File: src/rtl/button_debounce_pkg.sv
// rtl/button_debounce_pkg.sv - shared FSM encoding and 24 MHz timing defaults for the button debouncer
package button_debounce_pkg;

  typedef enum logic [1:0] {
    RELEASED     = 2'd0,
    PRESS_WAIT   = 2'd1,
    PRESSED      = 2'd2,
    RELEASE_WAIT = 2'd3
  } btn_state_t;

  localparam int DEBOUNCE_10MS = 240000;
  localparam int HOLD_1S       = 24000000;

endpackage

File: src/rtl/button_debounce_sync2.sv
// rtl/button_debounce_sync2.sv - generic two-flop synchroniser for asynchronous pins
module button_debounce_sync2 #(
  parameter logic RESET_VALUE = 1'b0
) (
  input  logic clk,
  input  logic reset,
  input  logic d,
  output logic q
);

  logic meta;

  always_ff @(posedge clk or posedge reset) begin
    if (reset) begin
      meta <= RESET_VALUE;
      q    <= RESET_VALUE;
    end else begin
      meta <= d;
      q    <= meta;
    end
  end

endmodule

File: src/rtl/button_debounce.sv
// rtl/button_debounce.sv - pushbutton synchroniser, debounce FSM and press/release/long-press pulses
// Long-press detection is built only when BUTTON_DEBOUNCE_LONG_PRESS_EN is defined.
module button_debounce
  import button_debounce_pkg::*;
#(
  parameter int DEBOUNCE_CYCLES   = DEBOUNCE_10MS,
  parameter int LONG_PRESS_CYCLES = HOLD_1S,
  parameter int ACTIVE_LOW        = 1
) (
  input  logic clk,
  input  logic reset,
  input  logic btn_in,
  output logic btn_level,
  output logic press_pulse,
  output logic release_pulse,
  output logic long_press_pulse
);

  localparam int            DW         = $clog2(DEBOUNCE_CYCLES);
  localparam logic          IDLE_LEVEL = (ACTIVE_LOW != 0);
  localparam logic [DW-1:0] DEB_LAST   = DW'(DEBOUNCE_CYCLES - 1);

  if (DEBOUNCE_CYCLES < 2 || LONG_PRESS_CYCLES <= DEBOUNCE_CYCLES) begin : g_cfg_check
    $error("button_debounce: invalid DEBOUNCE_CYCLES / LONG_PRESS_CYCLES");
  end

  btn_state_t    state, state_next;
  logic [DW-1:0] deb_cnt, deb_cnt_next;
  logic          sync_q, s, commit;
  logic          press_next, release_next;

  // Reset to the idle pin level so leaving reset never looks like a press.
  button_debounce_sync2 #(.RESET_VALUE(IDLE_LEVEL)) u_sync (
    .clk   (clk),
    .reset (reset),
    .d     (btn_in),
    .q     (sync_q)
  );

  assign s         = sync_q ^ IDLE_LEVEL;
  assign btn_level = (state == PRESSED) || (state == RELEASE_WAIT);
  assign commit    = (s != btn_level) && (deb_cnt == DEB_LAST);

  always_comb begin
    state_next   = state;
    deb_cnt_next = '0;
    press_next   = 1'b0;
    release_next = 1'b0;
    if (s != btn_level && !commit) deb_cnt_next = deb_cnt + 1'b1;
    case (state)
      RELEASED:     if (s) state_next = PRESS_WAIT;
      PRESS_WAIT: begin
        if (!s) begin
          state_next = RELEASED;
        end else if (commit) begin
          state_next = PRESSED;
          press_next = 1'b1;
        end
      end
      PRESSED:      if (!s) state_next = RELEASE_WAIT;
      RELEASE_WAIT: begin
        if (s) begin
          state_next = PRESSED;
        end else if (commit) begin
          state_next   = RELEASED;
          release_next = 1'b1;
        end
      end
      default:      state_next = RELEASED;
    endcase
  end

  always_ff @(posedge clk or posedge reset) begin
    if (reset) begin
      state         <= RELEASED;
      deb_cnt       <= '0;
      press_pulse   <= 1'b0;
      release_pulse <= 1'b0;
    end else begin
      state         <= state_next;
      deb_cnt       <= deb_cnt_next;
      press_pulse   <= press_next;
      release_pulse <= release_next;
    end
  end

`ifdef BUTTON_DEBOUNCE_LONG_PRESS_EN
  localparam int            HW        = $clog2(LONG_PRESS_CYCLES);
  localparam logic [HW-1:0] HOLD_LAST = HW'(LONG_PRESS_CYCLES - 1);

  logic [HW-1:0] hold_cnt;
  logic          long_next;

  // A release committing on the same edge wins, keeping the pulses disjoint.
  assign long_next = btn_level && !release_next && (hold_cnt == HOLD_LAST - 1'b1);

  always_ff @(posedge clk or posedge reset) begin
    if (reset) begin
      hold_cnt         <= '0;
      long_press_pulse <= 1'b0;
    end else begin
      long_press_pulse <= long_next;
      if (press_next) begin
        hold_cnt <= '0;
      end else if (btn_level && hold_cnt != HOLD_LAST) begin
        hold_cnt <= hold_cnt + 1'b1;
      end
    end
  end
`else
  assign long_press_pulse = 1'b0;
`endif

endmodule

File: config.mk
export PLATFORM = sky130hd
export DESIGN_NAME = button_debounce
export DESIGN_NICKNAME = d
export VERILOG_FILES = /design/src/rtl/button_debounce_pkg.sv /design/src/rtl/button_debounce_sync2.sv /design/src/rtl/button_debounce.sv
export SDC_FILE = /design/constraint.sdc
export NUM_CORES = 1
export LEC_CHECK = 0
export CORE_MARGIN = 3
export CORE_UTILIZATION = 40
export CTS_BUF_LIST = sky130_fd_sc_hd__clkbuf_4
export DETAILED_ROUTE_END_ITERATION = 7
export SKIP_CTS_REPAIR_TIMING = 1
export SLEW_MARGIN = 20
export SYNTH_ARGS = -nofsm -noshare
export SYNTH_HDL_FRONTEND = slang
export SYNTH_SLANG_ARGS = --single-unit
File: constraint.sdc
create_clock -name clk -period 2.7 [get_ports clk]
set_clock_uncertainty 0.15 [all_clocks]
set_input_delay 0.54 -clock clk [delete_from_list [all_inputs] [get_ports clk]]
set_output_delay 0.54 -clock clk [all_outputs]
set_load 0.005 [all_outputs]
Word-level counts from Yosys, hierarchy flattened
Cells that the tools add are included.

Output and inout port bits: 4. Register bits after elaboration: 24.

Add/sub/neg operators: 1. Bitwise logic cells: 1. Equality and inequality tests: 9. Muxes and demuxes: 13. Reductions and logical operators: 6.

Operators with widths (number): adder 18 x 1 -> 18 bit, second input constant (1); == test 18 bit, second input constant (1); 2-to-1 mux 18 bit (1); 2-to-1 mux 2 bit (6); one-hot mux 2 bit (4 select lines) (1); 2-to-1 mux 1 bit (5); == test 2 bit, second input constant (2); AND reduction 4 bit (1); != test 3 x 2 -> 1 bit, second input constant (1); != test 3 bit, second input constant (1); == test 2 x 1 -> 1 bit, second input constant (1); logical AND 1 bit (2); zero test 2 bit (1); != test 2 x 1 -> 1 bit, second input constant (1); != test 2 bit, second input constant (1); zero test 1 bit (1); logical OR 1 bit (1); != test 1 bit (1); NOT 1 bit (1).

Logic depth before layout (Yosys ltp)
Gate-level depths: netlist of the first run.

Word-level depth: 7. Gate-level depth with buffers: 7. Gate-level depth less buffers: 5.

Cells and area by module
From an unflattened synthesis of the first run, not the netlist that was laid out.

Cells, all modules: 114. Area total of the unflattened synthesis: 1133.6 um^2.

By module, submodules not included: button_debounce (area an instance 1077.3 um^2, cells an instance 111, times used 1); button_debounce_sync2 (area an instance 56.3 um^2, cells an instance 3, times used 1).

Worst setup path after synthesis of the first run
OpenSTA, ideal clock, no wires.

Path kind: reg2reg. From: register deb_cnt[0]. To: register deb_cnt[10]. Stages on the path, launching flop included: 8. Path slack: 0.854 ns. Data required time: 2.429 ns. Arrival time: 1.575 ns. Buffers on the path: 2. Period minus slack after synthesis: 1.846 ns. Path through: dfrtp_1 ha_1 nand4_1 nor4_1 a21o_1 buf_2 buf_2 nor2_1.

Longest elaborated chain between the ends: 5. Elaborated cells on any way between the ends: 6.

RTL lines: start: declaration (line button_debounce.sv:28) `logic [DW-1:0] deb_cnt, deb_cnt_next;`; start signal: assignment (line button_debounce.sv:81) `deb_cnt <= deb_cnt_next;`; branches (longest 4 deep; another with adder 18 x 1 -> 18 bit); 2-to-1 mux 18 bit * (line button_debounce.sv:49) `if (s != btn_level && !commit) deb_cnt_next = deb_cnt + 1'b1;`; net deb_cnt_next[10] (line button_debounce.sv:28).

Mark *: on every way through the listed nets, which the timed path passes. A chain may end at the register's enable or synchronous reset.

Worst setup path after layout of the first run
From: register deb_cnt[0]. To: register deb_cnt[4].

The elaborated chain is that of the path after synthesis.

==> impl_results.md, run 1 <==
* Syn Inst Count at 108
* Via count at 766
* Critical path class: flip-flop to flip-flop
* Max_slew headroom at around 62%
* Clock latency on the worst-skew pair at approximately 0.32 ns
* NetSw at about 120 uW
* Crit. End Element: flip-flop
* Cell Area, Synth at 1120 um2
* Critical path cell sequence: ha_1 -> nand4_1 -> nor4_1 -> a21o_1 -> nor2_1
* Worst Hold Class: flip-flop to flip-flop
* GPL Wtd Cong at 0.857
* Hold path startpoint: u_sync.meta$_DFF_PP1_
* Layout cells sized above 1 at 11.4%
* Pins Over Slew Limit at 0
* Commonest non-fill, non-tap cells in the layout: dfrtp_1, nor2_1, xor2_1
* Row cnt at 18
* Routed len/inst at 13.4 um
* R2R Path Start: deb_cnt[0]$_DFF_PP0_
* CP required at 2.74 ns
* Cell Pwr Density at around 460 nW/um2
* Run status: finished, final reports clean
* Layout Nets at 119
* GR Overflow Total at 0
* Worst EP arrival at 2.13 ns
* WHS Path Cells at 0
* First-pass DRT Iterations at 4
* Top cell type's share of synthesized area at 48.9%
* Leakage at 0.518 nW
* Fin crit share at roughly 77%
* R2r worst-path depth at 5
* Synth area leaders: dfrtp_1, xor2_1, nor2_1
* IO Port Bufs at 5
* Power Total at 565 uW
* Mean Syn Cell Area at 10.4 um2
* DRC at 0
* Final WL at 1940 um
* Die Y at 59.0 um
* Wire length on met1 at 901 um
* Starting Density at 43.8%
* Clk buf depth at 2
* Max FO, Critical Path at 18
* Min Tclk post-route at 2.09 ns
* Max-Cap Viols at 0
* Worst R2R End: deb_cnt[4]$_DFF_PP0_
* Internal power at 442 uW
* Endpoints failing setup at 0
* Yosys reg bits at 24
* Antenna violations before repair at 0
* Post-synth cell types at 33
* CTS Buf Count at 3
* Worst-Margin Slew at 0.565 ns
* Max layer used: met4
* Htree depth at 1
* Antenna Cells at 0
* Chip width at around 60 um
* Hold endpoint: u_sync.q$_DFF_PP1_
* CTS Sinks at 24
* YS warnings at 0
* Clk Tree Root Cell: clkbuf_4
* Seq pwr share at 65.8%
* Final core occ at a little under half
* Part of the Yosys area used for sequential elements at between 50% and 60%
* Area leader, netlist: dfrtp_1
* Crit-path max cell delay at ~0.54 ns
* Setup TNS at 0 ns
* Fmax at 478 MHz
* Vias per cell at 5.32
* Met2 wire length at ~920 um
* Met3 wire len at 77 um
* CP max stage cell: a21o_1
* Boundary pin count at 7
* Core area at roughly 2600 um2
* Iter 0 DRT Violations at 22
* Largest net degree at the start of global routing at 25
* Gate power share at 4.1%
* Hold slack at 0.218 ns
* First-pass GRT wire length at 3540 um
* Die area at roughly 3500 um2
* Sw Share at 21.7%
* Layout area overhead at 9.23%
* Clock slew at reported path FFs at 0.12 ns
* Syn Nets at 112
* CP Launch Type: flip-flop
* Vias in the first global route at 804
* Final Hold Fails at 0
* Post-DP HPWL at 1410 um
* Gr usage total at ~14%
* Unrepaired setup endpoints after global routing: false
* Clock share of power at 30.1%
* Peak supply drop at roughly 0.00039 V
* Leading cell type in the layout, fill and taps excluded: dfrtp_1
* Worst R2R Setup Slack at slightly above 0.6 ns
* Post-route ant nets at 0
* CTS tree: yes
## sequential cells by signal, summed over array words and instances, names as in the netlist, named ones only
register	count
deb_cnt	18
press_pulse	1
release_pulse	1
state	1
u_sync.meta	1
u_sync.q	1
## layer usage
metal,up-vias,global-route usage (%)
met2,14,22.6
met3,7,4.58
li1,380,-
met5,-,0
met1,365,16.3
met4,0,5.50
## metrics by stage
stage                     setup WS (ns)  cells  instance area, um2
after detailed placement          0.593    140                1200
after global placement            0.686    140                1200
after CTS                         0.571    144                1230
final                             0.608    144                1230
after global routing              0.352    144                1230
after floorplan                   0.854    108                1120
## critical path: cells and delay by family (launching register included)
family / cells / cell delay (ns)
flip-flops: 1 / 0.41
AND/OR/NAND/NOR: 3 / 0.63
adder cells (fa/ha/maj): 1 / 0.24
AO/OA/AOI/OAI: 1 / 0.54
## worst max-delay path by stage
stage,from,endpoint,slack (ns),depth (start not counted)
CTS,deb_cnt[0]$_DFF_PP0_,deb_cnt[3]$_DFF_PP0_,0.57,5
global placement,deb_cnt[0]$_DFF_PP0_,deb_cnt[4]$_DFF_PP0_,0.69,5
global route,deb_cnt[0]$_DFF_PP0_,deb_cnt[16]$_DFF_PP0_,0.35,5
floorplan,deb_cnt[0]$_DFF_PP0_,deb_cnt[10]$_DFF_PP0_,0.85,7
finish,deb_cnt[0]$_DFF_PP0_,deb_cnt[4]$_DFF_PP0_,0.61,5
detailed placement,deb_cnt[0]$_DFF_PP0_,deb_cnt[13]$_DFF_PP0_,0.59,5
## cell families (layout without fill, tap and decap cells)
family,after synthesis,in the layout,share of synthesized area (%)
adders and majority gates,1,1,1.11
other,1,1,0.333
buffers and inverters,7,13,2.89
xor gates and xnor gates,15,15,11.7
DFF,24,24,53.6
and+or+nand+nor,54,54,26.5
AOI/OAI and AO/OA,5,5,3.00
muxes,1,1,0.890
## layout make-up
type,instances,area (um2)
repair buffers,6,57.6
clock buffers,4,30.0
inverters,3,11.3
well taps,30,37.5
multi-input cells,77,489
fillers,249,1340
flip-flops and latches,24,603
## cell usage after synthesis
cell / number
conb_1: 1
nor3b_1: 1
ha_1: 1
nor2_1: 18
o31ai_1: 1
nor4b_1: 1
and3_1: 2
xnor2_1: 7
and4_2: 1
a21o_1: 1
or3_4: 1
inv_1: 3
nand2b_1: 1
nand3_1: 7
nand4_1: 5
mux2i_1: 1
or4_4: 1
xor2_1: 8
a21oi_1: 1
clkbuf_1: 1
dfrtp_1: 22
a21oi_2: 1
nor4_1: 4
or2_2: 1
buf_4: 1
nand4_2: 1
o21ai_0: 1
nand2_1: 5
and4_1: 2
or3_1: 1
buf_2: 2
dfstp_2: 2
nor3_1: 2
## power groups by stage
| stage | combinational (mW) | clock, mW | sequential, mW |
|---|---|---|---|
| floorplan | 0.0180 | 0 | 0.377 |
| global route | 0.0278 | 0.196 | 0.373 |
| detailed placement | 0.0244 | 0 | 0.379 |
| global placement | 0.0239 | 0 | 0.378 |
| finish | 0.0234 | 0.170 | 0.372 |
| CTS | 0.0245 | 0.179 | 0.372 |
(Power assumes the default switching activity.)
==> run 2, diff against run 1 <==
- clock period: 2.7 -> 1.9 ns (I/O delays scaled with it)
==> run 2 against run 1 <==
Sequential share of layout area decreased by 3.4 points; worst setup slack got worse by 0.51 ns; clock power increased by 42%; count of clock-buffer cells in the layout unchanged; total power increased by 43%; critical path type is now flip-flop to output port; largest cell class unchanged; highest routed layer unchanged.
==> impl_results.md, run 2 (same netlist as run 1, synthesis figures left out) <==
* Clock latency on the worst-skew pair at about 0.31 ns
* Die area at 3480 um2
* GR Overflow Total at 0
* Leakage at between 0.5 and 0.6 nW
* Commonest non-fill, non-tap cells in the layout: dfrtp_1, nor2_1, xor2_1
* WHS Path Cells at 0
* Max FO, Critical Path at 5
* CTS Buf Count at 3
* Gr usage total at 13.8%
* Endpoints failing setup at 0
* Final WL at approximately 2000 um
* Worst EP arrival at between 1 and 1.5 ns
* Critical path cell sequence: clkdlybuf4s50_1
* First-pass GRT wire length at approximately 3600 um
* CTS Sinks at 24
* Gate power share at 4.9%
* Cell Area, Placed at 1260 um2
* CP max stage cell: clkdlybuf4s50_1
* Htree depth at 1
* Clock slew at reported path FFs at 0.12 ns
* Layout Nets at 126
* Post-route ant nets at 0
* Placed cells at around 150
* Unrepaired setup endpoints after global routing: true
* Clock share of power at 29.9%
* Boundary pin count at 7
* DRC at 0
* GPL Wtd Cong at 0.815
* Iter 0 DRT Violations at 34
* Sw Share at 21.8%
* Layout area overhead at 17.2%
* Row cnt at 18
* Min Tclk post-route at around 1.8 ns
* Largest net degree at the start of global routing at 25
* Fmax at 555 MHz
* Vias per cell at around 5.2
* Critical path class: flip-flop to output port
* CTS tree: yes
* Critical Path Stages at 1
* Finished Cell Area at 1320 um2
* Power Total at 810 uW
* Antenna violations before repair at 0
* Fin crit share at between 90 and 100%
* NetSw at 176 uW
* IO Port Bufs at 5
* Cell Pwr Density at 614 nW/um2
* Clk buf depth at 2
* Final core occ at 51.4%
* Final Hold Fails at 0
* Crit-path max cell delay at 0.53 ns
* Antenna Cells at 0
* Run status: finished, final reports clean
* Chip width at between 50 and 60 um
* Vias in the first global route at 793
* WP buf/inv at 1
* R2r worst-path depth at 6
* Leading cell type in the layout, fill and taps excluded: dfrtp_1
* Max-Cap Viols at 0
* Largest reg by FF count: deb_cnt
* CP required at between 1 and 1.5 ns
* Die Y at a little under 60 um
* Layout cells sized above 1 at between 10% and 20%
* Crit. End Element: output port
* Cell family contributing the most delay on the critical path: buffers and inverters
* Peak supply drop at 0.000494 V
* Max FFs per register at 18
* Routed len/inst at 13.4 um
* Starting Density at between 40 and 50%
* CP Launch Type: flip-flop
* Post-DP HPWL at 1440 um
* Seq pwr share at 65.3%
* Layout Cells excl Fill at 151
* Core area at around 2600 um2
* Fill cells at 237
* Internal power at approximately 630 uW
* Worst R2R Setup Slack at 0.1 ns
* Via count at 791
* First-pass DRT Iterations at 3
* Clk Tree Root Cell: clkbuf_4
* Pins Over Slew Limit at 0
* Worst Hold Class: flip-flop to flip-flop
[run 2: power by group through the flow]
| stage | clock network, mW | registers, mW | logic, mW |
|---|---|---|---|
| 6_report | 0.242 | 0.528 | 0.0394 |
| 5_1_grt | 0.277 | 0.530 | 0.0464 |
| 4_1_cts | 0.256 | 0.528 | 0.0412 |
| 3_5_place_dp | 0 | 0.538 | 0.0408 |
| 3_3_place_gp | 0 | 0.537 | 0.0399 |
| 2_1_floorplan | 0 | 0.536 | 0.0256 |
[run 2: per-layer routing]
metal,global-route usage [%],routed length [um]
met4,3.88,15
met1,18.0,943
met3,4.58,61
met2,21.9,1000
met5,0,0
[run 2: final timing paths]
check                                            from               endpoint
worst max-delay path                        flip-flop              btn_level
worst min-delay path            u_sync.meta$_DFF_PP1_     u_sync.q$_DFF_PP1_
worst max register to register   deb_cnt[0]$_DFF_PP0_   deb_cnt[5]$_DFF_PP0_
worst min register to register  u_sync.meta$_DFF_PP1_     u_sync.q$_DFF_PP1_
max in group asynchronous                       reset     u_sync.q$_DFF_PP1_
min in group asynchronous                       reset  press_pulse$_DFF_PP0_
[run 2: area by class of cell]
type                    count  area, um2  share of cell area, %
repair buffers             13        123                   9.30
multi-input cells          77        514                   39.0
flip-flops and latches     24        603                   45.7
well taps                  30       37.5                   2.85
clock buffers               4       30.0                   2.28
inverters                   3       11.3                  0.854
[run 2: per-stage QoR]
| step | setup TNS [ns] | hold slack (ns) | setup slack, ns |
|---|---|---|---|
| floorplan | 0 | 0.195 | 0.0542 |
| global placement | 0 | 0.196 | 0.0306 |
| detailed placement | 0 | 0.201 | 0.0617 |
| CTS | 0 | 0.220 | 0.0282 |
| global route | -0.251 | 0.228 | -0.0259 |
| finish | 0 | 0.216 | 0.0971 |
